[config.mk]
export PLATFORM = sky130hd
export DESIGN_NAME = param_shift_register
export DESIGN_NICKNAME = d
export VERILOG_FILES = /design/src/rtl/psr_pkg.sv /design/src/rtl/psr_next_val.sv /design/src/rtl/param_shift_register.sv
export SDC_FILE = /design/constraint.sdc
export NUM_CORES = 1
export LEC_CHECK = 0
export ABC_CLOCK_PERIOD_IN_PS = 1460
export CAP_MARGIN = 20
export CELL_PAD_IN_SITES_DETAIL_PLACEMENT = 0
export CELL_PAD_IN_SITES_GLOBAL_PLACEMENT = 1
export CORE_MARGIN = 3
export CORE_UTILIZATION = 36
export CTS_BUF_LIST = sky130_fd_sc_hd__clkbuf_8
export CTS_CLUSTER_SIZE = 16
export DETAILED_ROUTE_END_ITERATION = 10
export PLACE_DENSITY = 0.85
export REMOVE_ABC_BUFFERS = 1
export SYNTH_ARGS = -nofsm -noshare
export SYNTH_HDL_FRONTEND = slang
export SYNTH_SLANG_ARGS = --single-unit
[constraint.sdc]
create_clock -name clk -period 1.46 [get_ports clk]
set_input_delay 0.292 -clock clk [delete_from_list [all_inputs] [get_ports clk]]
set_output_delay 0.292 -clock clk [all_outputs]
set_load 0.02 [all_outputs]
[src/rtl/psr_pkg.sv]
// Shared types for the parametrised shift register: operation modes and FSM states.
package psr_pkg;

  localparam int PSR_MODE_W = 3;

  typedef enum logic [PSR_MODE_W-1:0] {
    PSR_HOLD   = 3'b000,
    PSR_LOAD   = 3'b001,
    PSR_SHL    = 3'b010,
    PSR_SHR    = 3'b011,
    PSR_ROL    = 3'b100,
    PSR_ROR    = 3'b101,
    PSR_TOGGLE = 3'b110,
    PSR_CLEAR  = 3'b111
  } psr_mode_e;

  typedef enum logic [1:0] {
    IDLE = 2'b00,
    RUN  = 2'b01,
    DONE = 2'b10
  } psr_state_e;

endpackage : psr_pkg

[src/rtl/psr_next_val.sv]
// Combinational next-value logic for the shift register: one step of the selected mode.
module psr_next_val
  import psr_pkg::*;
#(
  parameter int WIDTH = 8
) (
  input  psr_mode_e        mode,
  input  logic [WIDTH-1:0] q,
  input  logic [WIDTH-1:0] data,
  input  logic             ser_in_msb,
  input  logic             ser_in_lsb,
  output logic [WIDTH-1:0] next_q
);

  always_comb begin
    // NOTE: default first so every path assigns next_q and no latch is inferred.
    next_q = q;
    case (mode)
      PSR_HOLD:   next_q = q;
      PSR_LOAD:   next_q = data;
      PSR_SHL:    next_q = {q[WIDTH-2:0], ser_in_lsb};
      PSR_SHR:    next_q = {ser_in_msb, q[WIDTH-1:1]};
      PSR_ROL:    next_q = {q[WIDTH-2:0], q[WIDTH-1]};
      PSR_ROR:    next_q = {q[0], q[WIDTH-1:1]};
      PSR_TOGGLE: next_q = q ^ data;
      PSR_CLEAR:  next_q = '0;
      default:    next_q = q;
    endcase
  end

endmodule : psr_next_val

[src/rtl/param_shift_register.sv]
// WIDTH-bit register driven by a valid/ready command port; repeats one op op_cnt times, then pulses done.
// Optional parity output enabled by defining PSR_PARITY_EN; otherwise parity is tied low.
module param_shift_register
  import psr_pkg::*;
#(
  parameter int               WIDTH     = 8,
  parameter int               CNT_W     = 4,
  parameter logic [WIDTH-1:0] RESET_VAL = '0
) (
  input  logic             clk,
  input  logic             rst,
  input  logic             op_valid,
  output logic             op_ready,
  input  logic [2:0]       op_mode,
  input  logic [CNT_W-1:0] op_cnt,
  input  logic [WIDTH-1:0] op_data,
  input  logic             ser_in_msb,
  input  logic             ser_in_lsb,
  output logic [WIDTH-1:0] q,
  output logic [WIDTH-1:0] q_n,
  output logic             busy,
  output logic             done,
  output logic             parity
);

  localparam logic [CNT_W-1:0] CNT_ONE = CNT_W'(1);

  psr_state_e       state;
  psr_mode_e        mode_lat;
  logic [WIDTH-1:0] data_lat;
  logic [CNT_W-1:0] remaining;
  logic [WIDTH-1:0] next_q;
  logic             accept;

  // op_ready is itself a register that is 1 exactly in IDLE and DONE.
  assign accept = op_valid && op_ready;

  psr_next_val #(
    .WIDTH(WIDTH)
  ) u_next_val (
    .mode       (mode_lat),
    .q          (q),
    .data       (data_lat),
    .ser_in_msb (ser_in_msb),
    .ser_in_lsb (ser_in_lsb),
    .next_q     (next_q)
  );

  // FSM with registered busy/done/op_ready so the outputs carry no decode glitches.
  always_ff @(posedge clk) begin
    if (rst) begin
      // NOTE: sequential state uses non-blocking assignments so all registers update together.
      state     <= IDLE;
      busy      <= 1'b0;
      done      <= 1'b0;
      op_ready  <= 1'b1;
      mode_lat  <= PSR_HOLD;
      data_lat  <= '0;
      remaining <= '0;
    end else begin
      done <= 1'b0;
      case (state)
        IDLE, DONE: begin
          if (accept) begin
            mode_lat  <= psr_mode_e'(op_mode);
            data_lat  <= op_data;
            remaining <= op_cnt;
            if (op_cnt == '0) begin
              state    <= DONE;
              done     <= 1'b1;
              busy     <= 1'b0;
              op_ready <= 1'b1;
            end else begin
              state    <= RUN;
              busy     <= 1'b1;
              op_ready <= 1'b0;
            end
          end else begin
            state    <= IDLE;
            busy     <= 1'b0;
            op_ready <= 1'b1;
          end
        end
        RUN: begin
          remaining <= remaining - CNT_ONE;
          if (remaining == CNT_ONE) begin
            state    <= DONE;
            done     <= 1'b1;
            busy     <= 1'b0;
            op_ready <= 1'b1;
          end
        end
        default: begin
          state    <= IDLE;
          busy     <= 1'b0;
          op_ready <= 1'b1;
        end
      endcase
    end
  end

  // The data register only moves while the FSM is applying the latched op.
  always_ff @(posedge clk) begin
    if (rst) begin
      q <= RESET_VAL;
    end else if (state == RUN) begin
      q <= next_q;
    end
  end

  assign q_n = ~q;

`ifdef PSR_PARITY_EN
  assign parity = ^q;
`else
  assign parity = 1'b0;
`endif

endmodule : param_shift_register
Word-level counts from Yosys, hierarchy flattened
Index checks and enable logic that the tools add are counted.
{ "word_totals": {"elab_cells": 51, "regBits": 28, "output_inout_bits": 20} }
{ "classes": {"bitwise": 3, "eq_ne": 12, "reduce_logical": 9, "muxes": 18, "add_sub_neg": 1} }
{ "ops": {"columns": ["op", "n"], "rows": [
  ["$pmux W8 S7", 1],
  ["$eq A3 B3 Y1 const B", 4],
  ["$mux W1", 8],
  ["$not A8 Y8", 1],
  ["$pmux W4 S2", 1],
  ["$xor A8 B8 Y8", 1],
  ["$eq A3 B2 Y1 const B", 2],
  ["$mux W2", 3],
  ["$pmux W1 S2", 3],
  ["$reduce_and A2 Y1", 3],
  ["$eq A4 B1 Y1 const B", 1],
  ["$logic_not A4 Y1", 1],
  ["$mux W4", 1],
  ["$ne A2 B2 Y1 const B", 2],
  ["$pmux W2 S2", 1],
  ["$sub A4 B1 Y4 const B", 1],
  ["$eq A3 B1 Y1 const B", 1],
  ["$logic_not A3 Y1", 1],
  ["$eq A2 B1 Y1 const B", 1],
  ["$eq A2 B2 Y1 const B", 1],
  ["$logic_not A2 Y1", 1],
  ["$reduce_bool A2 Y1", 1],
  ["$reduce_or A2 Y1", 1],
  ["$logic_and A1 B1 Y1", 1],
  ["$not A1 Y1", 1]
]} }

Longest topological paths before layout
Gate-level depths: netlist of run 1.
{ "logic_depth": {"ltp_word": 4, "mapped_depth": 6} }

Hierarchy
From an unflattened synthesis of run 1, not the netlist that was laid out.
{ "hier_totals": {"hier_cells": 223, "area_unflattened_um2": 1706.6} }
{ "modules_own_cells": {"columns": ["mod", "area_each_um2", "seq_area_each_um2", "cells_each", "instances"], "rows": [
  ["param_shift_register", 1116.1, 560.5, 139, 1],
  ["psr_next_val", 590.6, 0.0, 84, 1]
]} }

Worst setup path after synthesis of run 1
No wires, ideal clock.
{ "synth_path": {"path_type": "flip-flop to flip-flop", "start": "register busy (netlist name)", "end": "register remaining[3]", "arrival_ns": 1.176, "path_slack_ns": 0.156, "path_stages_with_launch": 5, "setup_time_ns": 0.128, "period_less_slack_ns": 1.304, "n_path_buf": 1, "required_time_ns": 1.332, "cell_sequence": "dfxtp_1 -> and3b_1 -> buf_2 -> a222oi_1 -> nor2_1"} }
{ "synth_lines": {"columns": ["element", "line", "text"], "rows": [
  ["end signal: assignment", "param_shift_register.sv:67", "remaining <= op_cnt;"],
  ["end signal: assignment", "param_shift_register.sv:85", "remaining <= remaining - CNT_ONE;"],
  ["end: declaration", "param_shift_register.sv:31", "logic [CNT_W-1:0] remaining;"]
]} }

Worst setup path after layout of run 1
{ "layout_path": {"start": "register mode_lat[0]", "end": "register q[6]"} }
{ "layout_between": {"elab_chain_len": 3} }
{ "layout_lines": {"columns": ["element", "line", "text"], "rows": [
  ["start: declaration", "param_shift_register.sv:29", "psr_mode_e mode_lat;"],
  ["start signal: assignment", "param_shift_register.sv:65", "mode_lat <= psr_mode_e'(op_mode);"],
  ["branches (longest 3 deep; another with $pmux W8 S7)", null, null],
  ["end signal: assignment", "param_shift_register.sv:107", "q <= next_q;"],
  ["end: declaration", "param_shift_register.sv:19", "output logic [WIDTH-1:0] q,"]
]} }
Several ways; the timed one is not identified.
A chain may end at the register's enable or synchronous reset.

==> metrics, run 1 <==
outcome=finished, final reports clean; hold buffer count at CTS=0; CTS tree=built; die span in x=just over 70 µm; Post-synth EDFFs=0; worst-path cell chain=buf_12 -> mux2i_1 -> o221ai_1 -> a32o_1; Final TNS setup=0 ns; hold path start=data_lat[4]$_SDFFE_PP0P_; Cell Area, Placed=approximately 0.0021 mm²; CP startpoint kind=flip-flop; MaxCap Viol Count=0; Num CTS Buffers=3; initial antenna violation count=0; Hold Vio Cnt, Final=0; GR met1 Demand/Resource=22.2%; final clock skew=about 0.0022 ns; post-route cell area=0.00212 mm²; Area contributors post-synth=dfxtp_1 35%, nand2_1 9.8%, a21oi_1 5.5%; Max clock buf depth=2; number of vias per cell=between 5 and 6; final worst slack=about 0.11 ns; Final Cycle Share=92.7%; worst reg2reg path startpoint=mode_lat[0]$_SDFFE_PP0P_; Root Driver=clkbuf_8; met2 Use GR=23.3%; grt total ovfl=0; Yosys reg bits=27; FILL cells=~410; H-tree depth=1; area grow syn2layout=38.0%; Worst Reg-to-Reg Cells=4; std cell rows=23; initial core utilization=between 30% and 40%; dpl cells=~290; dpl ws=-0.158 ns; FFs w/ async S/R, synth=0%; largest net degree at the start of global routing=19; final WL=around 3700 µm; RSZ-0062 raised after global routing=false; CP Data Required Time=1.63 ns; largest area contributor in the netlist=dfxtp_1; Seq/Total Area, Yosys=a little over a third; most common cell after layout, fill and taps aside=nand2_1; PwrDens=about 870 mW/mm²; first-pass GRT wire length=between 6000 and 7000 µm; Worst VDD drop=~0.41 mV; Iteration-0 DRC Markers=between 70 and 80; CTS Sinks=27; # diodes=0; DIE HEIGHT=71.3 µm; routed via count=roughly 1500; main flop type after synthesis=dfxtp_1; top cell type's share of synthesized area=a little over a third; IO Count=40; critical path capture point type=flip-flop; max frequency=0.739 GHz; vias in the first global route=1374; clock latency on the worst-skew pair=between 0.2 and 0.3 ns; core area=between 0.004 and 0.005 mm²; min Tclk post-route=1.35 ns; hold depth=2; Pins Over Slew Limit=0; busiest layer in global routing=met2; layout cell share with drive strength beyond 1=about 16%; DP HPWL=2830 µm; fin cells=290; Die Area=a little over 0.005 mm²; worst hold path class=reg -> reg; Avg Cell Area, Syn=just over 8 µm²; Final Power=1.85 mW; Max stage delay cell, worst path=dfxtp_1; Tot GR Track Use=15.0%; Syn Std Cell Area=about 0.0015 mm²; critical path type=reg -> reg; synth unique cells=47; leakage power=approximately 0.83 nW; I/O Buffers=38; Critical Path AT=roughly 1.5 ns; nets@finish=around 260; drt wl/cell=between 10 and 15 µm; Clock transition at path regs=about 0.090 ns; Critical Path Fanout Max=18; Largest stage delay, worst path=approximately 0.47 ns; CP Launch Point=mode_lat[0]$_SDFFE_PP0P_; Post-route DRC=0; # setup viols final=0; Post-CTS Setup Inserts=0; post-route ant nets=0; routability congestion estimate=0.819; met3 GRT Util=under 10%; Pre-antenna DRT Iters=4; most frequent cells in the layout=40 x nand2_1, 25 x dfxtp_1, 24 x buf_4; Ys Warns=0; Synth Instances=roughly 190
-- final timing paths --
check / end / slack [ns]
worst min register to register: data_lat[4]$_SDFFE_PP0P_ / 0.50
worst max register to register: q[6]$_SDFFE_PP0P_ / 0.11
worst max-delay path: q[6]$_SDFFE_PP0P_ / 0.11
worst min-delay path: data_lat[4]$_SDFFE_PP0P_ / 0.50
-- what timing repair did --
action / CTS / global route
setup endpoints to repair: 19 / 8
resized for setup: 20 / 1
hold endpoints to repair: 0 / 0
cloned: 0 / 0
-- sequential cells by signal, indices dropped and copies added (netlist names) --
register,count
done,1
q,8
mode_lat,3
busy,1
op_ready,1
data_lat,8
state,1
remaining,4
-- report_power, final --
part	internal [mW]	switching [mW]	total, mW
clock	0.191	0.239	0.430
combinational	0.276	0.283	0.559
sequential	0.795	0.0654	0.861
total	1.26	0.587	1.85
-- synth_stat cells (2+ instances only) --
master     n
nor2_1    11
nand2_1   40
nand3b_1   2
mux2i_1    8
buf_4      2
nand2b_1   4
o21ai_0    2
a32o_1     5
clkbuf_1   2
buf_6      3
dfxtp_1   27
xnor2_1    7
buf_2      4
nand3_1    2
o221ai_1   6
a221oi_1   2
a21boi_0   2
ha_1       2
inv_1     11
a21oi_1   17
-- cell families after synthesis --
kind of cell	share of synthesized area, %
AOI/OAI and AO/OA	23.2
xor gates and xnor gates	4.00
adders and majority gates	1.63
buffers and inverters	8.24
DFF	35.2
muxes	5.22
other	0.244
and+or+nand+nor	22.2
-- worst max-delay path, delay by kind of cell, from the launching register on --
| kind | cells | cell delay [ns] |
|---|---|---|
| DFF | 1 | 0.47 |
| muxes | 1 | 0.19 |
| AOI/OAI and AO/OA | 2 | 0.40 |
| buffers and inverters | 1 | 0.19 |
-- final cells by class --
type                            count  area (µm²)  share of cell area, %
Tap cell                           50        62.6                   2.96
Multi-Input combinational cell    135         867                   41.0
Clock inverter                      1        5.00                  0.236
Clock buffer                        3        41.3                   1.95
Sequential cell                    27         543                   25.7
Inverter                           11        41.3                   1.95
Timing Repair Buffer               63         557                   26.3
-- through the flow --
step,hold slack (ns),utilization (%)
after global placement,0.483,51.6
final,0.496,52.2
after floorplan,0.361,-
after global routing,0.513,52.2
after CTS,0.497,52.1
after detailed placement,0.483,51.6
-- routing by layer --
layer / vias to the layer above / routed length, µm
li1: 758 / -
met1: 661 / 1860
met2: 39 / 1660
met3: 2 / 145
met4: 0 / 9
met5: - / 0
No activity file was read; power rests on OpenSTA's default activity.
==> inputs of run 2 (changes only) <==
ABC_CLOCK_PERIOD_IN_PS = 1700   (was 1460)
CORE_UTILIZATION = 39   (was 36)
PLACE_DENSITY = 0.9   (was 0.85)
clock period = 1.7 ns   (was 1.46 ns; I/O delays follow)
==> run 2 against run 1 <==
Net effect: die area down 7.1%; combinational power shrank 17%; clock skew is 0.0014 ns higher; largest cell class unchanged; largest power group unchanged; power decreased by 15%; highest routed layer unchanged; register-to-register slack better by 0.15 ns; critical path type is now reg -> out.
==> metrics, run 2 (synthesized netlist as in run 1, its figures left out) <==
outcome=finished, final reports clean; die span in x=68.7 µm (-3.6%); busiest layer in global routing=met2; Buf+Inv Stages, Crit Path=1 (unchanged); routed via count=1442 (-1.2%); final clock skew=0.00358 ns (+0.00139 ns); initial core utilization=41.3% (+3.5 points); met2 Use GR=27.1% (+3.8 points); core area=0.00372 mm² (-8.4%); Sequential Power Share=47.4% (+0.9 points); Max stage delay cell, worst path=clkdlybuf4s50_1; CTS Sinks=27 (unchanged); CTS tree=built; Pre-antenna DRT Iters=4 (unchanged); relative max-transition margin=roughly two thirds; met3 GRT Util=2.59% (+0.91 points); hold buffer count at CTS=0 (unchanged); number of vias per cell=5.21 (+3.4%); Hold Vio Cnt, Final=0 (unchanged); worst hold path class=reg -> reg; nets@finish=252 (-4.2%); first-pass GRT wire length=6070 µm (-3.5%); worst-path cell chain=clkdlybuf4s50_1; H-tree depth=1 (unchanged); clock latency on the worst-skew pair=0.28 ns (about the same); DIE HEIGHT=68.7 µm (-3.6%); Pins Over Slew Limit=0 (unchanged); IO Count=40 (unchanged); most common cell after layout, fill and taps aside=nand2_1; most frequent cells in the layout=40 x nand2_1, 29 x clkdlybuf4s50_1, 21 x dfxtp_1; critical path type=reg -> out; Final TNS setup=0 ns (unchanged); Sw Ratio=31.8% (+0.058 points); Crit path max-delay family=buffers and inverters; initial antenna violation count=0 (unchanged); largest registers=data_lat: 8 flops, q: 8 flops, remaining: 4 flops; Max clock buf depth=2 (unchanged); Worst VDD drop=0.383 mV (-6.4%); Iteration-0 DRC Markers=76 (+1.3%); routability congestion estimate=0.830 (+1.3%); final WL=3700 µm (+0.76%); Largest stage delay, worst path=0.63 ns (+0.16 ns); # setup viols final=0 (unchanged); std cell rows=22 (-4.3%); Post-CTS Setup Inserts=0 (unchanged); Critical Path AT=1.29 ns (-0.24 ns); largest net degree at the start of global routing=15 (-4); Slew @ Worst Pin=approximately 0.5 ns; max frequency=0.613 GHz; Final Cycle Share=a little over nine tenths; Clock transition at path regs=0.09 ns (about the same); RSZ-0062 raised after global routing=false; Tot GR Track Use=17.0% (+2.1 points); leakage power=0.821 nW (-1.1%); Critical Path Fanout Max=4 (-14); Die Area=0.00472 mm² (-7.1%); final worst slack=0.0674 ns (-0.0394 ns); DP HPWL=2810 µm (-0.70%); CP startpoint kind=flip-flop; CP Data Required Time=1.36 ns (-0.27 ns); area grow syn2layout=33.7%; critical path capture point type=output pin; PwrDens=767 mW/mm² (-12%); vias in the first global route=1376 (+0.15%); Psw=0.501 mW (-15%); grt total ovfl=0 (unchanged); Post-route DRC=0 (unchanged); layout cell share with drive strength beyond 1=13.5% (-2.7 points); Clk network pwr share=23.3% (about the same); Root Driver=clkbuf_8; Num CTS Buffers=3 (unchanged); drt wl/cell=13.4 µm (+5.5%); # diodes=0 (unchanged); dpl ws=0.00894 ns (+0.166 ns); Cell Int Power=1.07 mW (-15%); GR met1 Demand/Resource=22.5% (+0.23 points); I/O Buffers=38 (unchanged); MaxCap Viol Count=0 (unchanged); Logic pwr share=29.4% (-0.8 points); min Tclk post-route=1.63 ns; post-route ant nets=0 (unchanged)
## run 2: changes by cell type in the layout (fill, tap and decap cells not counted)
cell	previous run	this run
dlygate4sd2_1	19	5
clkdlybuf4s50_1	19	29
dlymetal6s2s_1	0	4
dfxtp_2	2	6
dfxtp_1	25	21
inv_1	11	12
clkinv_2	1	0
buf_4	24	14
buf_12	1	0
## run 2: final timing paths
| kind | cells after the start | to | startpoint | slack (ns) |
|---|---|---|---|---|
| setup / recovery | 1 | op_ready | op_ready$_SDFFE_PP1P_ | 0.07 |
| hold / removal | 2 | data_lat[4]$_SDFFE_PP0P_ | data_lat[4]$_SDFFE_PP0P_ | 0.50 |
| setup reg to reg | 5 | q[1]$_SDFFE_PP0P_ | mode_lat[2]$_SDFFE_PP0P_ | 0.26 |
| hold reg to reg | 2 | data_lat[4]$_SDFFE_PP0P_ | data_lat[4]$_SDFFE_PP0P_ | 0.50 |
## run 2: area by class of cell
type / instances / area (µm²)
Fill cell: 350 / 1670
Inverter: 11 / 41.3
Clock inverter: 1 / 3.75
Sequential cell: 27 / 548
Tap cell: 48 / 60.1
Clock buffer: 3 / 41.3
Timing Repair Buffer: 52 / 489
Multi-Input combinational cell: 135 / 867
## run 2: per-layer routing
metal | part of all wire (%) | vias to the layer above
met1 | 48 | 663
met3 | 4.0 | 5
met5 | 0 | -
met2 | 46 | 36
met4 | 1.8 | 0
li1 | - | 738
## run 2: what timing repair did
action | in CTS | in global routing
gates resized for setup | 5 | 10
hold endpoints to repair | 0 | 0
endpoints found under the setup margin | 5 | 10
## run 2: metrics by stage
step / std cells / area (µm²) / util [%] / power (mW) / hold WS [ns]
2_1_floorplan: 173 / 1450 / - / 1.02 / 0.409
3_3_place_gp: 273 / 1990 / 53.7 / 1.22 / 0.479
3_5_place_dp: 273 / 1990 / 53.7 / 1.23 / 0.482
4_1_cts: 277 / 2030 / 54.7 / 1.58 / 0.495
5_1_grt: 277 / 2050 / 55.2 / 1.66 / 0.519
6_report: 277 / 2050 / 55.2 / 1.57 / 0.496
## run 2: power groups by stage
| stage | logic (mW) | clock network (mW) | registers, mW |
|---|---|---|---|
| 2_1_floorplan | 0.243 | 0 | 0.775 |
| 3_3_place_gp | 0.462 | 0 | 0.757 |
| 3_5_place_dp | 0.468 | 0 | 0.758 |
| 4_1_cts | 0.465 | 0.373 | 0.743 |
| 5_1_grt | 0.511 | 0.397 | 0.754 |
| 6_report | 0.462 | 0.366 | 0.745 |
==> inputs of run 3 (changes only) <==
GPL_TIMING_DRIVEN = 0   (was default)
==> run 3 against run 2 <==
Net effect: final cell count down 5.1%; die area unchanged; combinational power down 12%; critical path type unchanged.
==> metrics, run 3 (synthesized netlist as in run 1, its figures left out) <==
die span in x=68.7 µm (unchanged); CP endpoint=q_n[6]; Final Power=1.56 mW (-1.1%); CTS Sinks=27 (unchanged); drt wl/cell=13.0 µm (-2.4%); largest net degree at the start of global routing=24 (+9); routed via count=1407 (-2.4%); worst hold path class=reg -> reg; RSZ-0062 raised after global routing=false; final worst slack=0.0622 ns (-0.00525 ns); critical path type=reg -> out; CTS tree=built; clock latency on the worst-skew pair=0.28 ns (about the same); CP Launch Point=q[6]$_SDFFE_PP0P_; Worst VDD drop=0.512 mV (+34%); grt total ovfl=0 (unchanged); Root Driver=clkbuf_8; initial antenna violation count=0 (unchanged); H-tree depth=1 (unchanged); largest registers=data_lat: 8 flops, q: 8 flops, remaining: 4 flops; routability congestion estimate=0.824 (-0.75%); post-route ant nets=0 (unchanged); number of vias per cell=5.35 (+2.8%); R2R Setup Slk=0.24 ns (-0.02 ns); DIE HEIGHT=68.7 µm (unchanged); Tot GR Track Use=15.8% (-1.2 points); initial core utilization=41.3% (unchanged); I/O Buffers=38 (unchanged); Slew @ Worst Pin=0.588 ns (+0.0871 ns); IO Count=40 (unchanged); Pre-antenna DRT Iters=5 (+1); relative max-transition margin=60.8% (-5.7 points); first-pass GRT wire length=5720 µm (-5.7%); nets@finish=238 (-5.6%); Final Cycle Share=96.3% (+0.31 points); # setup viols final=0 (unchanged); Post-route DRC=0 (unchanged); Critical Path Fanout Max=6 (+2); Final Util=52.6% (-2.6 points); vias in the first global route=1236 (-10%); Die Area=0.00472 mm² (unchanged); MaxCap Viol Count=0 (unchanged); std cell rows=22 (unchanged); area grow syn2layout=27.5%; Clock transition at path regs=0.10 ns (about the same); Final TNS setup=0 ns (unchanged); Hold Vio Cnt, Final=0 (unchanged); Max clock buf depth=2 (unchanged); DP HPWL=2420 µm (-14%); final WL=3430 µm (-7.3%); Critical Path AT=1.30 ns (about the same); Worst Reg-to-Reg Cells=4 (-1); layout cell share with drive strength beyond 1=11.2% (-2.4 points); CP Data Required Time=1.36 ns (about the same); # diodes=0 (unchanged); final clock skew=0.00166 ns (-0.00191 ns); critical path capture point type=output pin; core area=0.00372 mm² (unchanged); outcome=finished, final reports clean; Iteration-0 DRC Markers=127 (+67%); most frequent cells in the layout=40 x nand2_1, 27 x clkdlybuf4s50_1, 17 x a21oi_1, 17 x dfxtp_1; Worst R2R End=q[7]$_SDFFE_PP0P_; max frequency=0.611 GHz (-0.32%); PwrDens=796 mW/mm² (+3.7%); Pins Over Slew Limit=0 (unchanged); Num CTS Buffers=3 (unchanged); CP startpoint kind=flip-flop; worst reg2reg path startpoint=mode_lat[2]$_SDFFE_PP0P_; most common cell after layout, fill and taps aside=nand2_1; dpl ws=-0.756 ns (-0.765 ns); min Tclk post-route=1.64 ns (+0.00525 ns); leakage power=0.741 nW (-9.7%)
-- run 3: how the worst min path moves through the flow --
stage,from,slack [ns],end,cells after the start
after global placement,data_lat[7]$_SDFFE_PP0P_,0.47,data_lat[7]$_SDFFE_PP0P_,2
after detailed placement,data_lat[7]$_SDFFE_PP0P_,0.48,data_lat[7]$_SDFFE_PP0P_,2
after floorplan,rst,0.41,busy$_SDFFE_PP0P_,1
after CTS,data_lat[7]$_SDFFE_PP0P_,0.49,data_lat[7]$_SDFFE_PP0P_,2
final,data_lat[7]$_SDFFE_PP0P_,0.49,data_lat[7]$_SDFFE_PP0P_,2
after global routing,data_lat[5]$_SDFFE_PP0P_,0.52,data_lat[5]$_SDFFE_PP0P_,2
-- run 3: cell type report --
type,instances,area (µm²)
clock buffers,3,41.3
clock inverters,1,8.76
fillers,378,1760
inverters,11,41.3
multi-input cells,135,875
flip-flops and latches,27,556
well taps,48,60.1
repair buffers,38,374
-- run 3: per-layer routing --
layer | share of wire [%] | global-route usage [%] | up-vias
met2 | 44 | 25.1 | 34
li1 | - | - | 712
met3 | 4.8 | 4.38 | 2
met1 | 50 | 21.9 | 659
met4 | 0.90 | 2.19 | 0
met5 | 0 | 0 | -
-- run 3: metrics by stage --
step                      hold WS (ns)  area (µm²)  cells
final                            0.490        1960    263
after floorplan                  0.409        1450    173
after global placement           0.473        1890    259
after detailed placement         0.478        1890    259
after global routing             0.518        1960    263
after CTS                        0.492        1940    263
-- run 3: worst max-delay path, stage by stage (launching register included) --
cell	delay, ns
dfxtp_2	0.37
inv_1	0.06
clkdlybuf4s50_1	0.59
-- run 3: repair_timing --
item / 4_1_cts / 5_1_grt
hold buffers: 0 / 0
gates resized for setup: 13 / 13
endpoints found under the setup margin: 20 / 10
setup buffers: 0 / 0
pin swaps: 0 / 1
-- run 3: where the power goes --
part	internal (mW)	total (mW)	switching [mW]
Clock	0.172	0.388	0.216
Sequential	0.685	0.763	0.0779
Combinational	0.196	0.405	0.209
